`config.mk`:
```
export PLATFORM = sky130hd
export DESIGN_NAME = sop_mac
export DESIGN_NICKNAME = d
export VERILOG_FILES = /design/src/rtl/sop_pkg.sv /design/src/rtl/sop_mult_stage.sv /design/src/rtl/sop_mac.sv
export SDC_FILE = /design/constraint.sdc
export NUM_CORES = 1
export LEC_CHECK = 0
export BUFFER_PORTS_ARGS = -buffer_cell sky130_fd_sc_hd__buf_2
export CELL_PAD_IN_SITES_DETAIL_PLACEMENT = 1
export CELL_PAD_IN_SITES_GLOBAL_PLACEMENT = 2
export CORE_MARGIN = 4
export CORE_UTILIZATION = 35
export DETAILED_ROUTE_END_ITERATION = 6
export PLACE_DENSITY_LB_ADDON = 0.1
export SLEW_MARGIN = 20
export SYNTH_ARGS = -nofsm -noshare
export SYNTH_HDL_FRONTEND = slang
export SYNTH_SLANG_ARGS = --single-unit
```
`constraint.sdc`:
```
create_clock -name clk -period 8.4 [get_ports clk]
set_input_delay 1.68 -clock clk [delete_from_list [all_inputs] [get_ports clk]]
set_output_delay 1.68 -clock clk [all_outputs]
set_load 0.05 [all_outputs]
```
`src/rtl/sop_pkg.sv`:
```
// Shared types and helpers for the sum-of-products MAC: FSM states,
// accumulator sizing and product extension.
package sop_pkg;

  typedef enum logic [1:0] {
    ACCUM = 2'd0,
    DRAIN = 2'd1,
    DONE  = 2'd2
  } state_t;

  // Wide enough to add TERMS full-width products without wrapping.
  function automatic int acc_width(input int w, input int t);
    return 2 * w + $clog2(t);
  endfunction

  // Extends a pw-bit product to 64 bits: sign-extends when sgn is set,
  // zero-extends otherwise.
  function automatic logic [63:0] ext_prod(input logic [63:0] p, input int pw, input bit sgn);
    logic [63:0] r;
    r = p;
    for (int i = 0; i < 64; i++) begin
      if (i >= pw) r[i] = sgn & p[pw-1];
    end
    return r;
  endfunction

endpackage

```
`src/rtl/sop_mult_stage.sv`:
```
// Registered multiplier: captures a*b at full 2*WIDTH width on load and
// flags it with prod_v for exactly one cycle.
module sop_mult_stage #(
  parameter int WIDTH  = 4,
  parameter int SIGNED = 0
) (
  input  logic               clk,
  input  logic               rst,
  input  logic               clear,
  input  logic [WIDTH-1:0]   a,
  input  logic [WIDTH-1:0]   b,
  input  logic               load,
  output logic [2*WIDTH-1:0] prod_q,
  output logic               prod_v
);

  localparam int PW = 2 * WIDTH;

  logic [PW-1:0] ax;
  logic [PW-1:0] bx;
  logic [PW-1:0] prod_d;

  // Extending both operands to PW first makes the truncated product
  // correct for two's-complement as well as unsigned operands.
  always_comb begin
    ax = '0;
    bx = '0;
    if (SIGNED != 0) begin
      ax = {{WIDTH{a[WIDTH-1]}}, a};
      bx = {{WIDTH{b[WIDTH-1]}}, b};
    end else begin
      ax = {{WIDTH{1'b0}}, a};
      bx = {{WIDTH{1'b0}}, b};
    end
    prod_d = ax * bx;
  end

  always_ff @(posedge clk) begin
    if (rst) begin
      prod_q <= '0;
      prod_v <= 1'b0;
    end else if (clear) begin
      prod_v <= 1'b0;
    end else begin
      prod_v <= load;
      if (load) prod_q <= prod_d;
    end
  end

endmodule

```
`src/rtl/sop_mac.sv`:
```
// Sequential sum-of-products engine: accepts TERMS operand pairs, multiplies
// each in a registered stage and presents one accumulated sum per batch.
module sop_mac
  import sop_pkg::*;
#(
  parameter  int WIDTH  = 4,
  parameter  int TERMS  = 4,
  parameter  int SIGNED = 0,
  localparam int ACC_W  = acc_width(WIDTH, TERMS),
  localparam int CNT_W  = $clog2(TERMS + 1)
) (
  input  logic             clk,
  input  logic             rst,
  input  logic             clear,
  input  logic             in_valid,
  output logic             in_ready,
  input  logic [WIDTH-1:0] a,
  input  logic [WIDTH-1:0] b,
  output logic             out_valid,
  input  logic             out_ready,
  output logic [ACC_W-1:0] sum,
  output logic [CNT_W-1:0] term_cnt,
  output logic [1:0]       state_dbg
);

  localparam int PW = 2 * WIDTH;

  // Handshake: a transfer happens on a rising edge where valid & ready are
  // both high; the source holds its data until then, and ready never waits
  // on valid in the same cycle.

  state_t          state;
  logic [ACC_W-1:0] acc;
  logic [PW-1:0]   prod_q;
  logic            prod_v;
  logic [ACC_W-1:0] prod_ext;
  logic            accept;

  assign in_ready  = (state == ACCUM);
  assign accept    = in_valid & in_ready;
  assign sum       = acc;
  assign state_dbg = state;
  assign prod_ext  = ACC_W'(ext_prod(64'(prod_q), PW, SIGNED != 0));

  sop_mult_stage #(
    .WIDTH (WIDTH),
    .SIGNED(SIGNED)
  ) u_mult (
    .clk   (clk),
    .rst   (rst),
    .clear (clear),
    .a     (a),
    .b     (b),
    .load  (accept),
    .prod_q(prod_q),
    .prod_v(prod_v)
  );

  always_ff @(posedge clk) begin
    if (rst || clear) begin
      state     <= ACCUM;
      acc       <= '0;
      term_cnt  <= '0;
      out_valid <= 1'b0;
    end else begin
      if (prod_v) acc <= acc + prod_ext;
      case (state)
        ACCUM: begin
          if (accept) begin
            term_cnt <= term_cnt + 1'b1;
            if (term_cnt == CNT_W'(TERMS - 1)) state <= DRAIN;
          end
        end
        DRAIN: begin
          // The final product lands in acc on this same edge.
          state     <= DONE;
          out_valid <= 1'b1;
        end
        DONE: begin
          if (out_ready) begin
            state     <= ACCUM;
            out_valid <= 1'b0;
            acc       <= '0;
            term_cnt  <= '0;
          end
        end
        default: state <= ACCUM;
      endcase
    end
  end

endmodule

```
## Yosys cells after proc, flatten, opt, wreduce, memory -nomap -nowiden

Index checks and enable logic that the tools add are counted.

| cells by class | value |
|---|---|
| add/subtract/negate cells | 2 |
| bitwise logic cells | 2 |
| reduce and logical (&&, ||, !) cells | 9 |
| $mul | 1 |
| mux-type cells | 12 |
| equal/unequal tests | 6 |

Operator list:

| cell | count |
|---|---|
| $mux W10 | 3 |
| $add A10 B8 Y10 | 1 |
| $mul A4 B4 Y8 | 1 |
| $mux W2 | 3 |
| $mux W3 | 2 |
| $pmux W2 S3 | 1 |
| $pmux W3 S2 | 1 |
| $reduce_and A3 Y1 | 2 |
| $ne A2 B1 Y1 const B | 2 |
| $reduce_and A2 Y1 | 2 |
| $reduce_bool A2 Y1 | 2 |
| $add A3 B1 Y3 const B | 1 |
| $eq A3 B2 Y1 const B | 1 |
| $eq A2 B1 Y1 const B | 1 |
| $eq A2 B2 Y1 const B | 1 |
| $logic_not A2 Y1 | 1 |
| $ne A2 B2 Y1 const B | 1 |
| $pmux W1 S2 | 1 |
| $reduce_or A2 Y1 | 1 |
| $and A1 B1 Y1 | 1 |
| $logic_or A1 B1 Y1 | 1 |
| $mux W1 | 1 |
| $not A1 Y1 | 1 |

| word-level totals | value |
|---|---|
| logic and storage cells | 38 |
| output and inout port bits | 17 |
| bits in registers | 25 |

## Depth between registers and ports, before layout

Gate-level depths: netlist of run 1.

| logic depth | value |
|---|---|
| depth in word-level cells | 4 |
| depth in mapped cells | 10 |

## By module

Synthesis of run 1 repeated with hierarchy kept, for this count alone.

| unflattened totals | value |
|---|---|
| cells, all modules | 195 |
| area total of the unflattened synthesis | 1749.2 µm² |

By module, submodules not included:

| module | area an instance (µm²) | cells each | instances |
|---|---|---|---|
| sop_mac | 975.9 | 110 | 1 |
| sop_mult_stage | 773.2 | 85 | 1 |

## Worst setup path after synthesis of run 1

No wires, ideal clock.

| path | value |
|---|---|
| path kind | input to register |
| from | input port a[0] |
| to | register u_mult.prod_q[6] |
| arrival time | 3949 ps |
| data required time | 8330 ps |
| cell stages on the path | 10 |
| slack | 4381 ps |
| library setup time | 70 ps |
| path buffers | 0 |
| cell sequence | nand2_1 > fa_1 > inv_1 > fa_1 > fa_1 > a21o_1 > a21oi_1 > xnor2_1 > nand2_1 > a21oi_1 |

| on the way | value |
|---|---|
| longest elaborated chain between the ends | 1 |

RTL lines:

| what | RTL line | source |
|---|---|---|
| start, declared | sop_mac.sv:17 | `input logic [WIDTH-1:0] a,` |
| $mul A4 B4 Y8 | sop_mult_stage.sv:35 | `prod_d = ax * bx;` |
| end signal, assigned | sop_mult_stage.sv:46 | `if (load) prod_q <= prod_d;` |
| end, declared | sop_mult_stage.sv:13 | `output logic [2*WIDTH-1:0] prod_q,` |

No other way between the ends.
A chain may end at the register's enable or synchronous reset.

## Worst setup path in the final report of run 1

Ends and elaborated chain as after synthesis.

==> qor.txt, run 1 <==
Most common cell in the netlist -> dfxtp_1
Max stage delay on crit path -> 0.53 ns
Least-Margin Pin Slew -> 0.677 ns
# resized after CTS -> 0
Hold crit path type -> reg2reg
DIE HEIGHT -> 78.2 um
Layer with the highest usage -> met2
Setup slack after layout -> 4.44 ns
Outcome -> completed
Met2 Usage GRT -> 0.253
Hold_buf cts -> 0
Initial antenna violation count -> 0
Max-Cap Viols -> 0
DRT antenna net count -> 0
Iteration-0 DRC Markers -> 22
Grt met1 use -> 0.172
Top cells by area, synth -> dfxtp_1 29%, ha_1 16%, fa_1 5.8%
#FFs+latches synth -> 25
Worst skew pair latency -> 0.27 ns
Clock root buffer master -> clkbuf_8
Layout cell share with drive strength beyond 1 -> 0.158
Top cells by count, synth -> 25 x dfxtp_1, 22 x ha_1, 18 x nand2_1
Post-Syn Area -> 1720 um2
IO Count -> 30
Largest net degree at the start of global routing -> 18
GPL Wtd Cong -> 0.873
DRC -> 0
Most frequent CP cell -> fa_1
CP endpoint kind -> flop
CP Buf/Inv Count -> 2
Die width -> 78.2 um
Total GRT Usage -> 0.141
Port Buf Inserts -> 29
First-pass GRT wire length -> 7.07 mm
Top_reg_cell synth -> dfxtp_1
Crit share post-route -> 0.471
Clk pin slew, worst setup/hold paths -> 0.08 ns
Post-DP HPWL -> 3.27 mm
Final wirelength -> 4.04 mm
R2r setup slk -> 5.95 ns
Lkg Pwr -> 0.901 nW
Design area -> 1970 um2
Cell family with most CP delay -> adder cells
Met3 usage -> 0.0252
Setup Skew -> 0.0105 ns
Crit-path max FO -> 4
Multi-input gate area -> 1180 um2
Final hold vios -> 0
YS warnings -> 0
Mean Syn Cell Area -> 8.89 um2
Cell Pwr Density -> 125 nW/um2
Yosys top cell area share -> 0.290
Core area -> 4750 um2
Starting Density -> 0.363
DP Area -> 1930 um2
Slew Viols, Final -> 0
Critical Path Slowest Stage Cell -> fa_1
Number of flops mapped to enable cells by yosys -> 0
Startpoint Class -> primary input
CTS tree -> done
DP Worst Slack -> 4.15 ns
Die area -> 6110 um2
Vias per cell -> 5.12
Dominant cell type by area after synthesis -> dfxtp_1
TNS Setup -> 0 ns
CP cell instances -> buf_2, nand2_1, fa_1, inv_1, fa_1, fa_1, a21o_1, a21oi_1, xnor2_1, nand2_1, a21oi_1
VDD IR max -> 53.1 uV
CTS H-tree depth -> 1
Total grt overflow -> 0
Syn Inst Count -> 194
WL/cell -> 14.0 um
Area growth syn-to-layout -> 14.4%
WP data arrival -> 4.16 ns
Vias in the first global route -> 1579
Slew Limit Headroom -> 0.537
Sequential-to-total area share from yosys stat -> 0.290
Max Buffers Root-to-Sink -> 2
Row cnt -> 25
Via count -> 1481
Fillers -> 592
Count of final setup violators -> 0
Ant diodes -> 0
Syn_nets -> 234
Fin crit period -> 3.96 ns
CTS Sinks -> 25
Netlist cell types -> 40
Fin nets -> 263
TritonCTS buffer count -> 3
Crit path required time -> 8.60 ns
RSZ-0062 raised after global routing -> no
Asr flop ratio synth -> 0
TritonRoute pass-1 iters -> 4
Reg area -> 500 um2
Fmax -> 253 MHz
Post-CTS Setup Bufs -> 0
Critical setup path kind -> in2reg
## state kept, by name (all words and copies together), names as in the netlist
| register | flops |
|---|---|
| out_valid | 1 |
| state_dbg | 2 |
| sum | 10 |
| term_cnt | 3 |
| u_mult.prod_q | 8 |
| u_mult.prod_v | 1 |
## per-layer routing
metal	share of wire	vias up	routed length (um)
li1	-	752	-
met1	0.46	708	1850
met2	0.50	19	2030
met3	0.032	2	131
met4	0.0067	0	27
met5	0	-	0
## worst register-to-register path, stage by stage, from the launching register on
cell and delay (ns):
dfxtp_1 0.33, ha_1 0.22, fa_1 0.44, a211oi_1 0.26, o21bai_1 0.16, a2111oi_0 0.68
or3_1 0.20, a21oi_1 0.06
## cell usage in the layout, fill, tap and decap left out, drive strengths merged, types with 3 or more instances in the layout
cell type  instances
clkbuf             3
buf               29
nand3b             4
nand2             18
dfxtp             25
and2              14
a21o               4
a211oi             5
a21oi             15
mux2i              7
inv                4
xnor2              5
o21ai             10
nand3              7
ha                22
fa                 5
nor2              13
## power breakdown
part / internal, W / switching [W] / total [W]
registers: 0.000122 / 0.00000308 / 0.000125
clock network: 0.0000332 / 0.0000392 / 0.0000723
logic: 0.0000217 / 0.0000281 / 0.0000499
## path summary, 6_finish.rpt
kind / end / start / cells after the start
max: u_mult.prod_q[6] / a[0] / 11
min: u_mult.prod_q[3] / u_mult.prod_q[3] / 2
max reg2reg: sum[8] / sum[0] / 7
min reg2reg: u_mult.prod_q[3] / u_mult.prod_q[3] / 2
## cell type report
class,instances,share of cell area
Multi-Input combinational cell,160,0.599
Inverter,4,0.00761
Sequential cell,25,0.254
Tap cell,67,0.0425
Clock buffer,3,0.0209
Clock inverter,1,0.00254
Timing Repair Buffer,29,0.0736
## cells by family after synthesis
logic type	count (synthesis)	synth area share
simple gates	74	0.230
compound gates	45	0.162
fa+ha+maj	27	0.218
flops	25	0.290
buf+inv	9	0.0239
xor+xnor	7	0.0356
mux	7	0.0406
## metrics by stage
step           hold slack (ns)  total power (W)  utilization  cells
2_1_floorplan            0.436         0.000164            -    194
3_3_place_gp             0.450         0.000176        0.405    285
3_5_place_dp             0.462         0.000178        0.405    285
4_1_cts                  0.475         0.000252        0.415    289
5_1_grt                  0.511         0.000265        0.415    289
6_report                 0.470         0.000247        0.415    289
Note: power is estimated with default switching activity, not from simulation.
==> inputs of run 2 (changes only) <==
Settings changed: ABC_AREA from default to 1, CORE_UTILIZATION 35 to 28.
Clock period 8.4 ns to 3.25 ns, I/O delays scaled along.
==> run 2 against run 1 <==
Highest routed layer unchanged. Utilization fell by 8.0 points. Register-to-register slack worse by 4.5 ns. Critical endpoint unchanged. Largest power group unchanged. Synthesized area grew 7.9%.
==> qor.txt, run 2 <==
Outcome -> completed
YS warnings -> 0 (unchanged)
Most common cell in the netlist -> nand2_1
Setup Skew -> 0.00911 ns (-0.00144 ns)
Mean Syn Cell Area -> 6.99 um2 (-21%)
CTS Sinks -> 25 (unchanged)
Reg2reg start -> sum[0]
DIE HEIGHT -> 89.5 um (+14%)
CTS tree -> done
Hold EP -> out_valid
Final hold vios -> 0 (unchanged)
Total grt overflow -> 0 (unchanged)
Row cnt -> 29 (+16%)
Yosys top cell area share -> 0.269 (-0.0213)
Max Buffers Root-to-Sink -> 2 (unchanged)
WP depth -> 11 (unchanged)
Vias per cell -> 4.47 (-13%)
#FFs+latches synth -> 25 (unchanged)
CP endpoint kind -> flop
Worst hold slack -> 0.483 ns (+0.0131 ns)
Most frequent CP cell -> fa_1
IO Count -> 30 (unchanged)
Slew Viols, Final -> 0 (unchanged)
Syn_nets -> 306 (+31%)
Initial antenna violation count -> 0 (unchanged)
Worst skew pair latency -> 0.28 ns (about the same)
Clk pin slew, worst setup/hold paths -> 0.10 ns (+0.02 ns)
TNS Setup -> 0 ns (unchanged)
Dominant cell type by area after synthesis -> dfxtp_1
GPL Wtd Cong -> 0.726 (-17%)
DP Worst Slack -> 0.222 ns (-3.93 ns)
Commonest non-fill, non-tap cell in the layout -> nand2_1
Count of final setup violators -> 0 (unchanged)
Top cells by count, synth -> 70 x nand2_1, 47 x inv_1, 25 x dfxtp_1
# resized after CTS -> 0 (unchanged)
Commonest non-fill, non-tap cells in the layout -> 70 x nand2_1, 47 x inv_1, 29 x buf_2, 25 x dfxtp_1, 24 x nand3_1
Largest net degree at the start of global routing -> 19 (+1)
VDD IR max -> 152 uV (+190%)
CP cell instances -> buf_2, nand2_1, fa_1, inv_1, fa_1, fa_1, nand3_1, nand2_1, xor2_1, o21ai_1, inv_1
Starting Density -> 0.291 (-0.0713)
CTS H-tree depth -> 1 (unchanged)
Hold Crit Start -> out_valid
WL/cell -> 12.2 um (-13%)
Iteration-0 DRC Markers -> 20 (-9.1%)
Post-CTS Setup Bufs -> 0 (unchanged)
Port Buf Inserts -> 29 (unchanged)
Post-DP HPWL -> 3.90 mm (+19%)
Sequential-to-total area share from yosys stat -> 0.269 (-0.0213)
Setup slack after layout -> 0.525 ns (-3.92 ns)
Max-Cap Viols -> 0 (unchanged)
Clock root buffer master -> clkbuf_8
Max reg flops -> 10 (unchanged)
Cell family with most CP delay -> adder cells
Die area -> 8010 um2 (+31%)
Multi-input gate area -> 1160 um2 (-2.2%)
RSZ-0062 raised after global routing -> no
DRC -> 0 (unchanged)
Layout cell share with drive strength beyond 1 -> 0.172 (+0.0141)
Fillers -> 827 (+40%)
Die width -> 89.5 um (+14%)
Core area -> 6390 um2 (+34%)
Fin crit period -> 2.72 ns
R2r setup slk -> 1.50 ns (-4.45 ns)
TritonRoute pass-1 iters -> 2 (-2)
Top_reg_cell synth -> dfxtp_1
Via count -> 1672 (+13%)
Hold Path Depth -> 2 (unchanged)
Least-Margin Pin Slew -> 0.657 ns (-0.0195 ns)
Ant diodes -> 0 (unchanged)
Startpoint Class -> primary input
Worst R2R Path Depth -> 10 (+3)
CP Buf/Inv Count -> 3 (+1)
Total GRT Usage -> 0.127 (-0.0138)
Fmax -> 367 MHz
Asr flop ratio synth -> 0 (unchanged)
Critical setup path kind -> in2reg
Top cells by area, synth -> dfxtp_1 27%, ha_1 15%, nand2_1 14%
R2r endpoint -> sum[6]
Reg area -> 500 um2 (unchanged)
Slew Limit Headroom -> 0.561 (+0.0241)
First-pass GRT wire length -> 7.89 mm (+12%)
DRT antenna net count -> 0 (unchanged)
Crit path required time -> 3.43 ns (-5.17 ns)
Area growth syn-to-layout -> 14.9%
Hold crit path type -> reg2reg
Max stage delay on crit path -> 0.53 ns (about the same)
Syn Inst Count -> 266 (+37%)
Vias in the first global route -> 1755 (+11%)
Lkg Pwr -> 1.22 nW (+35%)
Cell Pwr Density -> 321 nW/um2 (+160%)
TritonCTS buffer count -> 3 (unchanged)
Critical Path Slowest Stage Cell -> fa_1
Crit-path max FO -> 4 (unchanged)
Post-Syn Area -> 1860 um2 (+7.9%)
Fin nets -> 338 (+29%)
Number of flops mapped to enable cells by yosys -> 0 (unchanged)
Hold_buf cts -> 0 (unchanged)
WP data arrival -> 2.91 ns (-1.25 ns)
Crit share post-route -> 0.838
Final wirelength -> 4.56 mm (+13%)
Netlist cell types -> 27 (-33%)
==> run 2: cell count changes after synthesis, moves of 5 or more <==
cell / before / now
a211oi_1: 5 / 0
nand3_1: 7 / 24
mux2i_1: 7 / 0
nor2_1: 13 / 19
inv_1: 4 / 47
and2_1: 14 / 0
nand2_1: 18 / 70
==> run 2: worst max-delay path by stage <==
stage	from	end	slack (ns)
3_3_place_gp	b[3]	u_mult.prod_q[6]	0.26
5_1_grt	b[3]	u_mult.prod_q[6]	0.45
4_1_cts	b[3]	u_mult.prod_q[6]	0.53
3_5_place_dp	b[3]	u_mult.prod_q[6]	0.22
2_1_floorplan	a[0]	u_mult.prod_q[6]	0.45
6_report	b[3]	u_mult.prod_q[6]	0.53
==> run 2: worst register-to-register path, stage by stage, from the launching register on <==
cell and delay [ns]:
dfxtp_1 0.34, ha_1 0.26, fa_1 0.42, nand3_1 0.14
nand3_2 0.11, nand3_1 0.12, nand2_1 0.06, nand2_1 0.06
nand3_1 0.06, nand2_1 0.09, inv_1 0.03
==> run 2: cell type report <==
class                   instances  share of cell area
well taps                      77              0.0451
repair buffers                 29              0.0679
flip-flops and latches         25               0.234
clock inverters                 1             0.00351
inverters                      51              0.0895
clock buffers                   3              0.0193
multi-input cells             188               0.541
==> run 2: report_power, final <==
| group | switching, W | internal (W) | total, W |
|---|---|---|---|
| clock | 0.000111 | 0.0000871 | 0.000198 |
| sequential | 0.0000102 | 0.000317 | 0.000327 |
| combinational | 0.000100 | 0.0000602 | 0.000160 |
| total | 0.000221 | 0.000464 | 0.000686 |
==> run 2: routing by layer <==
metal  routed length (um)  global-route usage  part of all wire  vias to the layer above
met4                   31              0.0325            0.0068                        0
met1                 2110               0.159              0.46                      756
li1                     -                   -                 -                      899
met3                   97              0.0166             0.021                        2
met2                 2320               0.228              0.51                       15
met5                    0                   0                 0                        -
==> run 2: cells by family (layout without fill, tap and decap cells) <==
group	after synthesis	in the layout	synth area share
AOI/OAI and AO/OA	25	25	0.0733
adders and majority gates	27	27	0.202
buffers and inverters	53	84	0.110
xor gates and xnor gates	3	3	0.0141
and+or+nand+nor	133	133	0.332
DFF	25	25	0.269
==> run 2: metrics by stage <==
stage / instance area [um2] / cells / power, W / utilization
after floorplan: 1860 / 266 / 0.000450 / -
after global placement: 2090 / 370 / 0.000496 / 0.327
after detailed placement: 2090 / 370 / 0.000498 / 0.327
after CTS: 2140 / 374 / 0.000705 / 0.335
after global routing: 2140 / 374 / 0.000741 / 0.335
final: 2140 / 374 / 0.000686 / 0.335
==> inputs of run 3 (changes only) <==
Clock period 3.25 ns to 2.2 ns, I/O delays scaled along.
==> run 3 against run 2 <==
The run now ends with negative setup slack left. Worst setup slack got worse by 0.56 ns. Flip-flop and latch count unchanged. Utilization up 3.6 points. Total power up 60%. Non-clock buffer count rose by 13. Critical path depth is the same. Final area rose by 11%. Global-route usage down 0.17 points. Routed wire length increased by 1.4%. Sequential share of layout area is 2.3 points lower. Via count grew 3.3%. Sequential power increased by 48%.
==> qor.txt, run 3 (synthesis gave the netlist of run 2 again) <==
Commonest non-fill, non-tap cell in the layout -> nand2_1
Crit path required time -> 2.38 ns (-1.05 ns)
Critical Path Slowest Stage Cell -> fa_1
Setup crit start -> a[2]
Critical setup path kind -> in2reg
GPL Wtd Cong -> 0.749 (+3.2%)
Hold_buf cts -> 0 (unchanged)
CTS H-tree depth -> 1 (unchanged)
CP cell instances -> buf_8, nand2_8, fa_1, inv_2, fa_2, fa_2, nand3_2, nand2_2, xor2_1, o21ai_1, inv_1
Post-DP HPWL -> 3.96 mm (+1.5%)
Reg2reg start -> sum[0]
Failing checks -> negative setup slack
Least-Margin Pin Slew -> 0.665 ns (+0.00720 ns)
Final core utilization -> 0.371 (+0.0364)
Initial antenna violation count -> 0 (unchanged)
Vias per cell -> 4.47 (-0.12%)
Sw frac -> 0.317 (-0.00581)
WP data arrival -> 2.42 ns (-0.49 ns)
Ant diodes -> 0 (unchanged)
Die width -> 89.5 um (unchanged)
Fin crit period -> 2.23 ns
Final wirelength -> 4.62 mm (+1.4%)
Cell family with most CP delay -> adder cells
Startpoint Class -> primary input
Max Buffers Root-to-Sink -> 2 (unchanged)
Crit-path max FO -> 2 (-2)
DRT antenna net count -> 0 (unchanged)
Worst skew pair latency -> 0.28 ns (about the same)
Multi-input gate area -> 1260 um2 (+9.4%)
Most frequent CP cell -> fa_2
Max reg flops -> 10 (unchanged)
Iteration-0 DRC Markers -> 34 (+70%)
Post-CTS Setup Bufs -> 0 (unchanged)
TritonCTS buffer count -> 3 (unchanged)
Hold Crit Start -> out_ready
VDD IR max -> 211 uV (+39%)
Starting Density -> 0.291 (unchanged)
Total grt overflow -> 0 (unchanged)
Core area -> 6390 um2 (unchanged)
Final hold vios -> 0 (unchanged)
Largest net degree at the start of global routing -> 19 (unchanged)
WL/cell -> 11.9 um (-2.0%)
Clock root buffer master -> clkbuf_8
IO Count -> 30 (unchanged)
Fmax -> 447 MHz
Power Total -> 0.00109 W (+60%)
Design area -> 2370 um2 (+11%)
CP Buf/Inv Count -> 3 (unchanged)
Layout cell share with drive strength beyond 1 -> 0.258 (+0.0863)
TritonRoute pass-1 iters -> 3 (+1)
Outcome -> complete, but fails checks
Worst hold slack -> 0.428 ns (-0.0549 ns)
Setup Skew -> 0.00996 ns (+0.000848 ns)
Via count -> 1728 (+3.3%)
DP Area -> 2220 um2 (+6.4%)
Hold crit path type -> in2reg
First-pass GRT wire length -> 7.87 mm (-0.34%)
Count of final setup violators -> 2 (+2)
Row cnt -> 29 (unchanged)
Int Power -> 0.000747 W (+61%)
Max stage delay on crit path -> 0.55 ns (+0.02 ns)
Port Buf Inserts -> 29 (unchanged)
Setup slack after layout -> -0.0350 ns (-0.560 ns)
Crit share post-route -> 1.02
Area growth syn-to-layout -> 27.4%
Clk pin slew, worst setup/hold paths -> 0.10 ns (about the same)
Switch Pwr -> 0.000347 W (+57%)
Die area -> 8010 um2 (unchanged)
CTS Sinks -> 25 (unchanged)
DIE HEIGHT -> 89.5 um (unchanged)
Clock network fraction of total power -> 0.265 (-0.024)
Slew Limit Headroom -> 0.556 (-0.00481)
Total GRT Usage -> 0.125 (-0.00168)
Max-Cap Viols -> 0 (unchanged)
Lkg Pwr -> 1.28 nW (+5.6%)
Fin nets -> 351 (+3.8%)
Fillers -> 809 (-2.2%)
Slew Viols, Final -> 0 (unchanged)
CTS tree -> done
Seq pwr share -> 0.441 (-0.036)
Comb power frac -> 0.294 (+0.060)
Vias in the first global route -> 1844 (+5.1%)
Cell Pwr Density -> 461 nW/um2 (+44%)
Commonest non-fill, non-tap cells in the layout -> 65 x nand2_1, 46 x inv_1, 26 x buf_2, 25 x dfxtp_1, 23 x nand3_1
Reg area -> 500 um2 (unchanged)
RSZ-0062 raised after global routing -> yes
DRC -> 0 (unchanged)
CP endpoint kind -> flop
[run 3: worst reg2reg max path, cell delays in order (launching register included)]
cell and delay, ns:
dfxtp_1 0.34, ha_1 0.24, fa_1 0.41, nand3_1 0.14
nand3_2 0.10, nand3_1 0.11, nand2_1 0.06, nand2_1 0.05
nand3_1 0.07, nand2_1 0.09, inv_1 0.04
[run 3: per-stage QoR]
stage,worst slack (ns),instances,setup TNS [ns]
finish,-0.0350,387,-0.0446
floorplan,-0.187,266,-0.392
global placement,-0.402,383,-1.71
CTS,-0.0651,387,-0.150
global route,-0.106,387,-0.276
detailed placement,-0.448,383,-1.89
[run 3: power by group through the flow]
| stage | combinational (W) | clock, W | sequential [W] |
|---|---|---|---|
| floorplan | 0.000177 | 0 | 0.000501 |
| global placement | 0.000280 | 0 | 0.000494 |
| detailed placement | 0.000285 | 0 | 0.000494 |
| CTS | 0.000305 | 0.000311 | 0.000483 |
| global route | 0.000364 | 0.000325 | 0.000486 |
| finish | 0.000322 | 0.000290 | 0.000483 |
[run 3: final cells by class]
class                           instances  share of cell area
Clock buffer                            3              0.0174
Inverter                               51              0.0807
Tap cell                               77              0.0406
Timing Repair Buffer                   42               0.113
Clock inverter                          1             0.00317
Sequential cell                        25               0.211
Multi-Input combinational cell        188               0.534
[run 3: worst paths after layout]
path,end,slack [ns],cells after the start
max,u_mult.prod_q[6],-0.03,11
min,state_dbg[1],0.43,4
max reg2reg,sum[6],0.46,10
min reg2reg,out_valid,0.48,2
[run 3: what timing repair did]
item / in CTS / in global routing
gates resized for setup: 10 / 10
endpoints found under the hold margin: 0 / 0
pin swaps: 5 / 5
setup endpoints to repair: 4 / 4
[run 3: layer usage]
| layer | vias up | track usage | routed length, um |
|---|---|---|---|
| met5 | - | 0 | 0 |
| met4 | 0 | 0.0325 | 40 |
| met3 | 4 | 0.0166 | 85 |
| met2 | 13 | 0.243 | 2390 |
| met1 | 783 | 0.142 | 2110 |
| li1 | 928 | - | - |
